[config.mk]
export PLATFORM = sky130hd
export DESIGN_NAME = mod_step_counter
export DESIGN_NICKNAME = d
export VERILOG_FILES = /design/src/rtl/mod_step_counter.sv
export SDC_FILE = /design/constraint.sdc
export NUM_CORES = 1
export LEC_CHECK = 0
export BUFFER_PORTS_ARGS = -buffer_cell sky130_fd_sc_hd__buf_2
export CAP_MARGIN = 0
export CORE_MARGIN = 1.5
export CORE_UTILIZATION = 40
export DETAILED_ROUTE_END_ITERATION = 16
export SYNTH_ARGS = -nofsm -noshare
export SYNTH_HDL_FRONTEND = slang
export SYNTH_SLANG_ARGS = --single-unit
[constraint.sdc]
create_clock -name CLK -period 5.35 [get_ports CLK]
set_input_delay 1.3375 -clock CLK [delete_from_list [all_inputs] [get_ports CLK]]
set_output_delay 1.3375 -clock CLK [all_outputs]
set_load 0.02 [all_outputs]
[src/rtl/mod_step_counter.sv]
// Programmable-modulus step counter: wrap/saturate, synchronous load, terminal-count pulse, sticky boundary flag.
// Latency: value and flags update one clock edge after inputs are sampled; no combinational input-to-output paths.
// Backpressure: none; Enable gates counting (optional prescaler via `define MOD_STEP_COUNTER_PRESCALE_EN).
module mod_step_counter #(
  parameter int WIDTH      = 8,
  parameter int STEP_WIDTH = 4,
  parameter int PRESCALE   = 4
) (
  input  logic                  CLK,
  input  logic                  RST_N,
  input  logic                  Enable,
  input  logic                  UP_DOWN,
  input  logic                  Mode,
  input  logic [STEP_WIDTH-1:0] Step,
  input  logic [WIDTH-1:0]      Limit,
  input  logic                  Load,
  input  logic [WIDTH-1:0]      Load_Value,
  input  logic                  Clear_Flag,
  output logic [WIDTH-1:0]      value,
  output logic                  Terminal_Count,
  output logic                  Boundary_Flag
);

  // One extra bit so sums near 2^WIDTH never overflow silently.
  localparam int EW = WIDTH + 1;

  if (STEP_WIDTH < 1 || STEP_WIDTH > WIDTH || PRESCALE < 1) begin : g_param_err
    $error("mod_step_counter: invalid parameter combination");
  end

  logic [WIDTH-1:0] r_value;
  logic             r_tc;
  logic             r_flag;

  logic [EW-1:0]    w_val_x;
  logic [EW-1:0]    w_step_x;
  logic [EW-1:0]    w_lim_x;
  logic [EW-1:0]    w_lim_p1;
  logic [EW-1:0]    w_up_sum;
  logic [EW-1:0]    w_up_wrap;
  logic [EW:0]      w_dn_full;
  logic [WIDTH-1:0] w_dn_sub;
  logic [WIDTH-1:0] w_up_wrap_v;
  logic [WIDTH-1:0] w_dn_wrap_v;
  logic [WIDTH-1:0] w_next;
  logic             w_event;
  logic             w_tick;
  logic             w_count;

  assign w_val_x  = {1'b0, r_value};
  assign w_step_x = EW'(Step);
  assign w_lim_x  = {1'b0, Limit};
  assign w_lim_p1 = w_lim_x + EW'(1);
  assign w_up_sum = w_val_x + w_step_x;
  // Only used when w_up_sum > Limit, so it never underflows.
  assign w_up_wrap = w_up_sum - w_lim_p1;
  // value + (Limit+1) - Step; top bit flags a borrow when Step is oversized.
  assign w_dn_full = {1'b0, w_val_x} + {1'b0, w_lim_p1} - {1'b0, w_step_x};
  assign w_dn_sub  = r_value - w_step_x[WIDTH-1:0];

  // Oversized steps (Step > Limit+1) are a caller error; fall back to 0 so the
  // value stays in range. This also keeps Limit=0 pinned at 0.
  assign w_up_wrap_v = (w_up_wrap <= w_lim_x) ? w_up_wrap[WIDTH-1:0] : '0;
  assign w_dn_wrap_v = (!w_dn_full[EW] && (w_dn_full[EW-1:0] <= w_lim_x))
                       ? w_dn_full[WIDTH-1:0] : '0;

`ifdef MOD_STEP_COUNTER_PRESCALE_EN
  localparam int PW = (PRESCALE > 1) ? $clog2(PRESCALE) : 1;

  logic [PW-1:0] r_pre;
  logic          w_pre_last;

  assign w_pre_last = (r_pre == PW'(PRESCALE - 1));
  assign w_tick     = Enable & w_pre_last;

  // Prescaler: counts enabled cycles, restarts on Load, frozen while Enable=0.
  always_ff @(posedge CLK or negedge RST_N) begin
    if (!RST_N) begin
      r_pre <= '0;
    end else if (Load) begin
      r_pre <= '0;
    end else if (Enable) begin
      r_pre <= w_pre_last ? '0 : r_pre + PW'(1);
    end
  end
`else
  assign w_tick = Enable;
`endif

  assign w_count = w_tick & ~Load & (Step != '0);

  // Next-value and boundary-event decode for one counting step.
  always_comb begin
    w_next  = r_value;
    w_event = 1'b0;
    if (w_val_x > w_lim_x) begin
      // Out-of-range start (overload or lowered Limit) snaps to the bound.
      w_next  = UP_DOWN ? '0 : Limit;
      w_event = 1'b1;
    end else if (UP_DOWN) begin
      if (w_up_sum <= w_lim_x) begin
        w_next = w_up_sum[WIDTH-1:0];
      end else begin
        w_next  = Mode ? Limit : w_up_wrap_v;
        w_event = 1'b1;
      end
    end else begin
      if (w_val_x >= w_step_x) begin
        w_next = w_dn_sub;
      end else begin
        w_next  = Mode ? '0 : w_dn_wrap_v;
        w_event = 1'b1;
      end
    end
  end

  // Counter state, terminal-count pulse and sticky flag (set beats clear).
  always_ff @(posedge CLK or negedge RST_N) begin
    if (!RST_N) begin
      r_value <= '0;
      r_tc    <= 1'b0;
      r_flag  <= 1'b0;
    end else begin
      if (Load) begin
        r_value <= Load_Value;
      end else if (w_count) begin
        r_value <= w_next;
      end
      r_tc   <= w_count & w_event;
      r_flag <= (w_count & w_event) | (r_flag & ~Clear_Flag);
    end
  end

  assign value          = r_value;
  assign Terminal_Count = r_tc;
  assign Boundary_Flag  = r_flag;

endmodule

==> results of run 1 <==
## where the power goes
part / total, mW / internal [mW] / leakage [nW] / switching, mW
combinational: 1.56 / 0.726 / 1.80 / 0.834
sequential: 0.121 / 0.0912 / 0.121 / 0.0294
clock: 0.0755 / 0.0490 / 0.0216 / 0.0265
## what timing repair did
action,in CTS,in global routing
resized for setup,0,14
endpoints found under the hold margin,0,0
buffers inserted,0,4
setup endpoints to repair,0,8
hold buffers,0,0
## stage by stage
stage | setup TNS [ps] | std cells | setup slack [ps] | cell area [um^2] | power [mW]
after detailed placement | -759 | 578 | -181 | 3800 | 1.54
after global placement | -324 | 578 | -105 | 3800 | 1.52
final | 0 | 585 | 152 | 3940 | 1.76
after global routing | -44.7 | 585 | -27.7 | 3940 | 1.92
after CTS | 0 | 581 | 31.1 | 3840 | 1.62
after floorplan | 0 | 395 | 261 | 3130 | 1.02
## final timing paths
| check | slack, ps | end | cells after the start |
|---|---|---|---|
| setup / recovery | 150 | value[2]$_DFFE_PN0P_ | 23 |
| min in group asynchronous | 960 | value[5]$_DFFE_PN0P_ | 1 |
| max in group asynchronous | 4190 | value[3]$_DFFE_PN0P_ | 1 |
| hold reg to reg | 470 | Boundary_Flag$_DFF_PN0_ | 1 |
| setup reg to reg | 810 | value[2]$_DFFE_PN0P_ | 21 |
| hold / removal | 470 | Boundary_Flag$_DFF_PN0_ | 1 |
## final cells by class
class	count	area share (%)
sequential	10	6.35
multi-input combinational	324	68.8
clock buffer	3	1.05
timing repair buffer	94	15.6
inverter	52	4.95
tap	102	3.24
## logic make-up after synthesis
group / count (synthesis) / share of synthesized area, %
AO/OA/AOI/OAI: 120 / 28.3
XOR/XNOR: 30 / 8.40
adder cells (fa/ha/maj): 69 / 29.3
buffers and inverters: 61 / 7.76
flip-flops: 10 / 8.00
AND/OR/NAND/NOR: 105 / 18.3
## cells in the final DEF, fill, tap and decap left out, drive strengths merged, types with 9 or more instances in the layout
cell and count:
buf 94, inv 52, nand3 16, ha 62
a21o 9, a21oi 36, nand2 23, o21ai 18
dfrtp 10, nor2 21, xnor2 23
## registers in the layout (all words and copies together) (netlist names)
register,count
Terminal_Count,1
Boundary_Flag,1
value,8
## worst reg2reg max path, cell delays in order, from the launching register on
cell and delay [ps]:
sky130_fd_sc_hd__dfrtp_1 480, sky130_fd_sc_hd__ha_1 360, sky130_fd_sc_hd__inv_1 60, sky130_fd_sc_hd__a21oi_1 70
sky130_fd_sc_hd__or3_1 350, sky130_fd_sc_hd__a21oi_1 200, sky130_fd_sc_hd__xnor2_1 240, sky130_fd_sc_hd__buf_4 180
sky130_fd_sc_hd__ha_1 210, sky130_fd_sc_hd__a21oi_1 230, sky130_fd_sc_hd__nand2_1 140, sky130_fd_sc_hd__xor2_2 230
sky130_fd_sc_hd__ha_1 280, sky130_fd_sc_hd__nand4_1 120, sky130_fd_sc_hd__a21oi_1 50, sky130_fd_sc_hd__nor4_1 260
sky130_fd_sc_hd__nor2_1 110, sky130_fd_sc_hd__a211oi_4 210, sky130_fd_sc_hd__buf_4 190, sky130_fd_sc_hd__nand2_1 60
sky130_fd_sc_hd__a31oi_1 280, sky130_fd_sc_hd__a311o_1 170
## routing by layer
metal / GRT usage, % / vias up / share of wire (%)
li1: - / 1622 / -
met1: 36.2 / 1615 / 45
met3: 2.85 / 28 / 6.8
met4: 8.07 / 0 / 2.8
met2: 43.0 / 125 / 46
met5: 0 / - / 0
==> run_results.csv, run 1 <==
group,metric,value,unit
outcome,status,"completed",
synthesis,postSynth.topFlopCell,"sky130_fd_sc_hd__dfrtp_1",
global_route,grt_pass1_wl,17000,um
finish,ff_latch_area,250,um^2
timing,finalHoldWorstSlack,475,ps
clock_tree,clk_path_buf_depth,2,
timing,hold_violations,0,
clock_tree,cts-buffers-inserted,3,
route,avgRoutedWirePerCell,18.8,um
floorplanning,fp.dieH,91.5,um
global_route,grt_max_degree,21,
synthesis,seq_area_frac_synth,8.00,%
synthesis,synth_top_area_share,24.8,%
worst_setup_path,critPathRequiredTime,5520,ps
timing,setup_repair_after_global_routing_missed_its_margin,"true",
worst_setup_path,crit-reg2reg-launch,"value[1]$_DFFE_PN0P_",
route,antenna_left,0,
synthesis,synth_cells,395,
clock_tree,clock_transition_at_the_register_clock_pins_on_the_worst_setup_and_hold_paths_after_cts,40,ps
clock_tree,clock_tree.htree_level_count,1,
finish,finalNetCount,581,
clock_tree,clock_latency,230,ps
worst_setup_path,path_class,"primary input to register",
global_route,first_global_vias,3310,
power_and_ir_drop,peakVddDrop,0.273,mV
timing,final-max-slew-violation-count,0,
floorplanning,initial_core_util,40.9,%
synthesis,most_repeated_cell_in_the_gate_level_netlist_after_synthesis,"sky130_fd_sc_hd__ha_1",
clock_tree,cts-root-buf,"sky130_fd_sc_hd__clkbuf_8",
synthesis,flip_flop_and_latch_count_after_synthesis,10,
finish,filler_cell_count,755,
route,avgViaCountPerCell,5.79,
floorplanning,die-area,8360,um^2
floorplanning,coreArea,7650,um^2
worst_setup_path,cpMostUsedCell,"sky130_fd_sc_hd__a21oi_1",
synthesis,synth.net_count,491,
global_route,track_usage,26.3,%
worst_setup_path,timing.critical_path.from,"Step[1]",
route,detailroute.via_count,3390,
worst_setup_path,cpLargestDelayFamily,"compound AO/OA/AOI/OAI gates",
worst_setup_path,crit_path_max_incr_delay,350,ps
synthesis,synth_commonest_cells,"62 x sky130_fd_sc_hd__ha_1, 50 x sky130_fd_sc_hd__inv_1, 35 x sky130_fd_sc_hd__a21oi_1, 23 x sky130_fd_sc_hd__nand2_1, 23 x sky130_fd_sc_hd__xnor2_1",
route,final_routed_wirelength_across_all_metal_layers,11000,um
timing,slew_headroom,58.5,%
synthesis,netlist_area,3130,um^2
worst_setup_path,critical_path.endpoint_type,"register",
synthesis,yosys-top-cells-area,"sky130_fd_sc_hd__ha_1 25%, sky130_fd_sc_hd__dfrtp_1 8.0%, sky130_fd_sc_hd__xnor2_1 6.4%",
timing,fin_skew,1.40,ps
worst_setup_path,worst_ep_arrival_time,5360,ps
worst_setup_path,critical_path_peak_fanout,8,
floorplanning,pin_count,37,
timing,timing.final.setup_violations,0,
synthesis,syn-mean-instance-area,7.92,um^2
clock_tree,tritoncts,"built",
finish,area_of_combinational_cells_with_multiple_inputs,2710,um^2
worst_setup_path,cp_slowest_cell,"sky130_fd_sc_hd__or3_1",
placement,globalplace.congestion,1.02,
timing,timing.final.crit_period,5200,ps
global_route,overflow,0,
power_and_ir_drop,p_leak,1.94,nW
synthesis,yosys_warnings,0,
worst_setup_path,critPathLaunchType,"primary input",
finish,final_util,51.6,%
finish,area_growth_syn_to_layout,26.0,%
synthesis,count_of_flip_flops_with_a_built_in_enable_after_synthesis,0,
timing,finalCritPeriodShare,97.2,%
worst_setup_path,critical_path.cell_chain,"buf_2 > inv_1 > ha_1 > inv_1 > a21oi_1 > or3_1 > a21oi_1 > xnor2_1 > buf_4 > ha_1 > a21oi_1 > nand2_1 > xor2_2 > ha_1 > nand4_1 > a21oi_1 > nor4_1 > nor2_1 > a211oi_4 > buf_4 > nand2_1 > a31oi_1 > a311o_1",
route,dr.first_iter.drc_count,320,
hold_path,hold_path_startpoint,"Boundary_Flag$_DFF_PN0_",
timing,max_freq,192,MHz
clock_tree,clock_sinks,10,
global_route,antenna_found_initial,0,
synthesis,yosysUniqueCellTypes,67,
finish,layout-drive-gt1-share,26.9,%
route,drt-pass1-iter-count,5,
floorplanning,die_outline_width,91.5,um
worst_setup_path,crit_buf_inv,5,
route,drt_drc_violations_left,0,
floorplanning,fp-row-count,32,
placement,dp.final_hpwl,9360,um
placement,buffer_ports.inserted,36,
synthesis,async_reset_ff_share,100,%
finish,diodes,0,
timing,worst_margin_slew,618,ps
run,maxCapViolCount,0,
synthesis,yosys.area.top_type,"sky130_fd_sc_hd__ha_1",
power_and_ir_drop,power_density,445,nW/um^2
hold_path,min_path_type,"register to register",
No activity file was read; power rests on OpenSTA's default activity.
==> run 2: changes to the inputs <==
--- a/config.mk
+++ b/config.mk
@@ -10,6 +10,7 @@
 export CORE_MARGIN = 1.5
 export CORE_UTILIZATION = 40
 export DETAILED_ROUTE_END_ITERATION = 16
+export PLACE_DENSITY_LB_ADDON = 0.05
 export SYNTH_ARGS = -nofsm -noshare
 export SYNTH_HDL_FRONTEND = slang
 export SYNTH_SLANG_ARGS = --single-unit
==> constraint.sdc (replaced) <==
create_clock -name CLK -period 5.35 [get_ports CLK]
set_input_delay 0.535 -clock CLK [delete_from_list [all_inputs] [get_ports CLK]]
set_output_delay 0.535 -clock CLK [all_outputs]
set_load 0.02 [all_outputs]
==> run_results.csv, run 2 (same netlist as run 1, synthesis figures left out) <==
group,metric,value,unit
timing,slew_headroom,58.5,%
worst_setup_path,critical_path.cell_chain,"buf_2 > ha_1 > inv_1 > fa_1 > inv_1 > fa_1 > a21oi_1 > o21ai_0 > a21oi_1 > xnor2_1 > ha_1 > nand3_1 > nor3_1 > a2111oi_0 > a221oi_1 > nor4_2 > and2_4 > a221oi_1 > o21ai_1",
floorplanning,die-area,8360,um^2
route,avgViaCountPerCell,5.98,
worst_setup_path,critical_path.endpoint_type,"register",
route,dr.first_iter.drc_count,271,
floorplanning,fp.dieH,91.5,um
global_route,overflow,0,
worst_setup_path,worst_ep_arrival_time,5290,ps
clock_tree,clock_sinks,10,
clock_tree,cts_post_setup_buffers_inserted,0,
route,drt-pass1-iter-count,5,
finish,mostFrequentLayoutCell,"sky130_fd_sc_hd__ha_1",
route,drt_drc_violations_left,0,
global_route,grt_pass1_wl,16900,um
clock_tree,clock_tree.htree_level_count,1,
clock_tree,tritoncts,"built",
finish,area_growth_syn_to_layout,11.3,%
clock_tree,cts-root-buf,"sky130_fd_sc_hd__clkbuf_8",
clock_tree,post_cts_resize_count,0,
timing,finalCritPeriodShare,96.0,%
floorplanning,die_outline_width,91.5,um
worst_setup_path,path_class,"primary input to register",
global_route,antenna_found_initial,0,
finish,layout-drive-gt1-share,15.5,%
timing,timing.final.crit_period,5130,ps
clock_tree,clock_transition_at_the_register_clock_pins_on_the_worst_setup_and_hold_paths_after_cts,50,ps
worst_setup_path,critPathLaunchType,"primary input",
finish,layout_common_cells,"62 x sky130_fd_sc_hd__ha_1, 50 x sky130_fd_sc_hd__inv_1, 36 x sky130_fd_sc_hd__buf_2",
global_route,track_usage,26.5,%
worst_setup_path,crit_path_max_incr_delay,560,ps
finish,diodes,0,
clock_tree,ctsHoldBuffers,0,
timing,max_freq,195,MHz
route,avgRoutedWirePerCell,20.4,um
hold_path,min_path_type,"primary input to async pin",
timing,hold_violations,0,
route,detailroute.via_count,3186,
timing,final-max-slew-violation-count,0,
placement,dp.final_hpwl,9050,um
power_and_ir_drop,p_total,1.44,mW
finish,flip_flop_count_of_the_largest_register_after_layout,8,
finish,finalNetCount,529,
global_route,grt_max_degree,21,
clock_tree,cts-buffers-inserted,3,
run,maxCapViolCount,0,
clock_tree,clk_path_buf_depth,2,
floorplanning,pin_count,37,
finish,filler_cell_count,815,
worst_setup_path,critical_path_peak_fanout,9,
timing,fin_skew,4.35,ps
clock_tree,clock_latency,240,ps
power_and_ir_drop,peakVddDrop,0.179,mV
timing,timing.final.setup_violations,0,
placement,globalplace.congestion,0.895,
floorplanning,initial_core_util,40.9,%
outcome,status,"completed",
route,antenna_left,0,
timing,setup_repair_after_global_routing_missed_its_margin,"false",
route,final_routed_wirelength_across_all_metal_layers,10900,um
timing,fin_setup_tns,0,ps
power_and_ir_drop,power_density,415,nW/um^2
placement,buffer_ports.inserted,36,
power_and_ir_drop,p_leak,1.67,nW
worst_setup_path,critPathRequiredTime,5510,ps
timing,worst_margin_slew,621,ps
floorplanning,coreArea,7650,um^2
finish,final_util,45.5,%
floorplanning,fp-row-count,32,
worst_setup_path,cp_slowest_cell,"sky130_fd_sc_hd__fa_1",
global_route,first_global_vias,3058,
## run 2: changes by cell type in the layout (fill, tap and decap cells not counted), sizes merged
cell / previous run / this run
buf: 94 / 42
## run 2: area by class of cell
cell class,instances,area [um^2],share of cell area [%]
flip-flops and latches,10,250,7.18
inverters,52,195,5.60
clock buffers,3,41.3,1.19
multi-input cells,324,2640,75.9
well taps,102,128,3.66
repair buffers,42,225,6.47
## run 2: worst max-delay path, delay by kind of cell
family	cells	cell delay (ps)
buffers and inverters	3	390
AOI/OAI and AO/OA	7	1490
adders and majority gates	4	1660
and+or+nand+nor	4	1010
xor gates and xnor gates	1	200
## run 2: per-stage QoR
step                hold WS [ps]  area, um^2  cells  setup WS, ps
finish                       159        3480    533           216
global route                 172        3480    533          1.64
CTS                          160        3480    533           358
detailed placement           414        3440    530           131
global placement             416        3440    530          97.5
floorplan                    239        3130    395          1060
## run 2: final timing paths
check                                        startpoint                 endpoint  slack [ps]  depth (start not counted)
max in group asynchronous                         RST_N     value[2]$_DFFE_PN0P_        4980                          1
worst min register to register  Boundary_Flag$_DFF_PN0_  Boundary_Flag$_DFF_PN0_         470                          1
worst max-delay path                           Limit[0]     value[1]$_DFFE_PN0P_         220                         19
worst max register to register     value[1]$_DFFE_PN0P_     value[1]$_DFFE_PN0P_         470                         17
min in group CLK                Boundary_Flag$_DFF_PN0_  Boundary_Flag$_DFF_PN0_         470                          1
worst min-delay path                              RST_N     value[5]$_DFFE_PN0P_         160                          1
## run 2: per-layer routing
layer  global-route usage (%)  vias to the layer above  share of wire (%)
met5                        0                        -                  0
met4                     7.03                        0                2.7
met3                     1.68                       26                6.3
met2                     43.2                      135                 47
met1                     37.5                     1508                 44
li1                         -                     1517                  -
## run 2: power breakdown
group          internal, mW  total [mW]  switching, mW
registers            0.0910       0.122         0.0313
logic                 0.497        1.24          0.744
clock network        0.0495      0.0815         0.0320
total                 0.637        1.44          0.807
==> run 3: changes to the inputs <==
--- a/config.mk
+++ b/config.mk
@@ -5,11 +5,11 @@
 export SDC_FILE = /design/constraint.sdc
 export NUM_CORES = 1
 export LEC_CHECK = 0
-export BUFFER_PORTS_ARGS = -buffer_cell sky130_fd_sc_hd__buf_2
 export CAP_MARGIN = 0
 export CORE_MARGIN = 1.5
 export CORE_UTILIZATION = 40
 export DETAILED_ROUTE_END_ITERATION = 16
+export DONT_BUFFER_PORTS = 1
 export PLACE_DENSITY_LB_ADDON = 0.05
 export SYNTH_ARGS = -nofsm -noshare
 export SYNTH_HDL_FRONTEND = slang
==> run_results.csv, run 3 (same netlist as run 1, synthesis figures left out) <==
group,metric,value,unit
floorplanning,fp.dieH,91.5,um
global_route,overflow,0,
run,maxCapViolCount,0,
power_and_ir_drop,power_density,423,nW/um^2
timing,hold_violations,0,
timing,worst_margin_slew,656,ps
clock_tree,cts-root-buf,"sky130_fd_sc_hd__clkbuf_8",
timing,finalCritPeriodShare,91.9,%
floorplanning,initial_core_util,40.9,%
power_and_ir_drop,p_leak,1.54,nW
hold_path,hold_path_startpoint,"Load_Value[6]",
finish,layout-drive-gt1-share,8.06,%
timing,slew_headroom,55.9,%
finish,filler_cell_count,818,
clock_tree,clock_tree.htree_level_count,1,
finish,diodes,0,
floorplanning,fp-row-count,32,
global_route,track_usage,26.7,%
worst_setup_path,path_class,"register to register",
worst_setup_path,crit-reg2reg-launch,"value[1]$_DFFE_PN0P_",
finish,layout_common_cells,"62 x sky130_fd_sc_hd__ha_1, 50 x sky130_fd_sc_hd__inv_1, 35 x sky130_fd_sc_hd__a21oi_1",
clock_tree,post_cts_resize_count,0,
timing,finalHoldWorstSlack,441,ps
finish,mostFrequentLayoutCell,"sky130_fd_sc_hd__ha_1",
floorplanning,pin_count,37,
clock_tree,tritoncts,"built",
clock_tree,ctsHoldBuffers,1,
route,drt_drc_violations_left,0,
worst_setup_path,worst_ep_arrival_time,5080,ps
route,avgRoutedWirePerCell,21.9,um
worst_setup_path,critical_path.endpoint_type,"register",
worst_setup_path,critPathLaunchType,"register",
timing,fin_skew,1.45,ps
placement,buffer_ports.inserted,0,
clock_tree,clock_transition_at_the_register_clock_pins_on_the_worst_setup_and_hold_paths_after_cts,50,ps
timing,final-max-slew-violation-count,0,
worst_setup_path,rrSetupSlack,430,ps
placement,dp.final_hpwl,9090,um
clock_tree,clock_latency,240,ps
route,drt-pass1-iter-count,5,
timing,timing.final.crit_period,4920,ps
worst_setup_path,critPathRequiredTime,5510,ps
timing,timing.final.setup_violations,0,
placement,dp_cells,495,
route,dr.first_iter.drc_count,370,
hold_path,hold_depth,1,
global_route,grt_max_degree,21,
global_route,grt_pass1_wl,17000,um
timing,setup_repair_after_global_routing_missed_its_margin,"false",
worst_setup_path,critical_path_peak_fanout,6,
clock_tree,clk_path_buf_depth,2,
clock_tree,cts-buffers-inserted,3,
finish,area_growth_syn_to_layout,6.12,%
floorplanning,die_outline_width,91.5,um
route,avgViaCountPerCell,6.07,
outcome,status,"completed",
power_and_ir_drop,peakVddDrop,0.216,mV
clock_tree,cts_post_setup_buffers_inserted,0,
placement,globalplace.congestion,0.915,
worst_setup_path,r2r.worst_path.cells,17,
hold_path,min_path_type,"primary input to register",
worst_setup_path,regToRegEndpoint,"value[1]$_DFFE_PN0P_",
route,detailroute.via_count,3030,
timing,fin_setup_tns,0,ps
finish,final_util,43.4,%
route,antenna_left,0,
global_route,first_global_vias,2986,
global_route,antenna_found_initial,0,
floorplanning,coreArea,7650,um^2
timing,max_freq,203,MHz
route,final_routed_wirelength_across_all_metal_layers,10900,um
finish,finalNetCount,495,
clock_tree,clock_sinks,10,
finish,final_cell_count_no_fill,499,
hold_path,worst_hold_path.endpoint,"value[6]$_DFFE_PN0P_",
finish,flip_flop_count_of_the_largest_register_after_layout,8,
floorplanning,die-area,8360,um^2
## run 3: changes by cell type in the layout (fill, tap and decap cells not counted), sizes merged
cell,delta
dlygate4sd3,+1
buf,-35
## run 3: power breakdown
| part | total [mW] | leakage [nW] | internal [mW] | switching [mW] |
|---|---|---|---|---|
| Combinational | 1.19 | 1.39 | 0.483 | 0.705 |
| Clock | 0.0805 | 0.0216 | 0.0494 | 0.0310 |
| Sequential | 0.135 | 0.121 | 0.0907 | 0.0447 |
| Total | 1.40 | 1.54 | 0.623 | 0.781 |
## run 3: worst max-delay path by stage
| stage | from | end | slack, ps | cells after the start |
|---|---|---|---|---|
| after floorplan | Limit[0] | value[5]$_DFFE_PN0P_ | 1060 | 18 |
| after global placement | Limit[0] | value[1]$_DFFE_PN0P_ | 340 | 18 |
| after detailed placement | Limit[0] | value[1]$_DFFE_PN0P_ | 390 | 18 |
| after CTS | value[1]$_DFFE_PN0P_ | value[1]$_DFFE_PN0P_ | 450 | 17 |
| after global routing | value[1]$_DFFE_PN0P_ | value[1]$_DFFE_PN0P_ | 190 | 17 |
| final | value[1]$_DFFE_PN0P_ | value[1]$_DFFE_PN0P_ | 430 | 17 |
## run 3: critical path, stage by stage (launching register included)
cell,delay (ps)
sky130_fd_sc_hd__dfrtp_1,560
sky130_fd_sc_hd__inv_1,210
sky130_fd_sc_hd__fa_1,600
sky130_fd_sc_hd__inv_1,80
sky130_fd_sc_hd__fa_1,450
sky130_fd_sc_hd__a21oi_1,230
sky130_fd_sc_hd__o21ai_0,140
sky130_fd_sc_hd__a21oi_1,190
sky130_fd_sc_hd__xnor2_1,190
sky130_fd_sc_hd__ha_1,300
sky130_fd_sc_hd__nand3_1,130
sky130_fd_sc_hd__nor3_1,70
sky130_fd_sc_hd__a2111oi_0,390
sky130_fd_sc_hd__a221oi_1,170
sky130_fd_sc_hd__nor4_2,590
sky130_fd_sc_hd__and2_4,290
sky130_fd_sc_hd__a221oi_1,100
sky130_fd_sc_hd__o21ai_1,170
## run 3: metrics by stage
stage / cell area, um^2 / setup WS [ps] / power (mW)
after detailed placement: 3270 / 393 / 1.31
after CTS: 3320 / 450 / 1.40
after floorplan: 3130 / 1060 / 1.02
after global routing: 3320 / 190 / 1.55
after global placement: 3270 / 339 / 1.31
final: 3320 / 432 / 1.40
## run 3: routing by layer
layer / share of wire [%] / vias to the layer above / global-route usage [%]
met1: 44 / 1468 / 36.3
met5: 0 / - / 0
met2: 48 / 105 / 45.6
met4: 1.1 / 0 / 4.43
met3: 7.2 / 8 / 3.02
li1: - / 1449 / -
## run 3: layout make-up
type	count	area, um^2	share of cell area (%)
Multi-Input combinational cell	324	2640	79.6
Sequential cell	10	250	7.54
Inverter	52	195	5.88
Tap cell	102	128	3.84
Timing Repair Buffer	8	62.6	1.88
Clock buffer	3	41.3	1.24
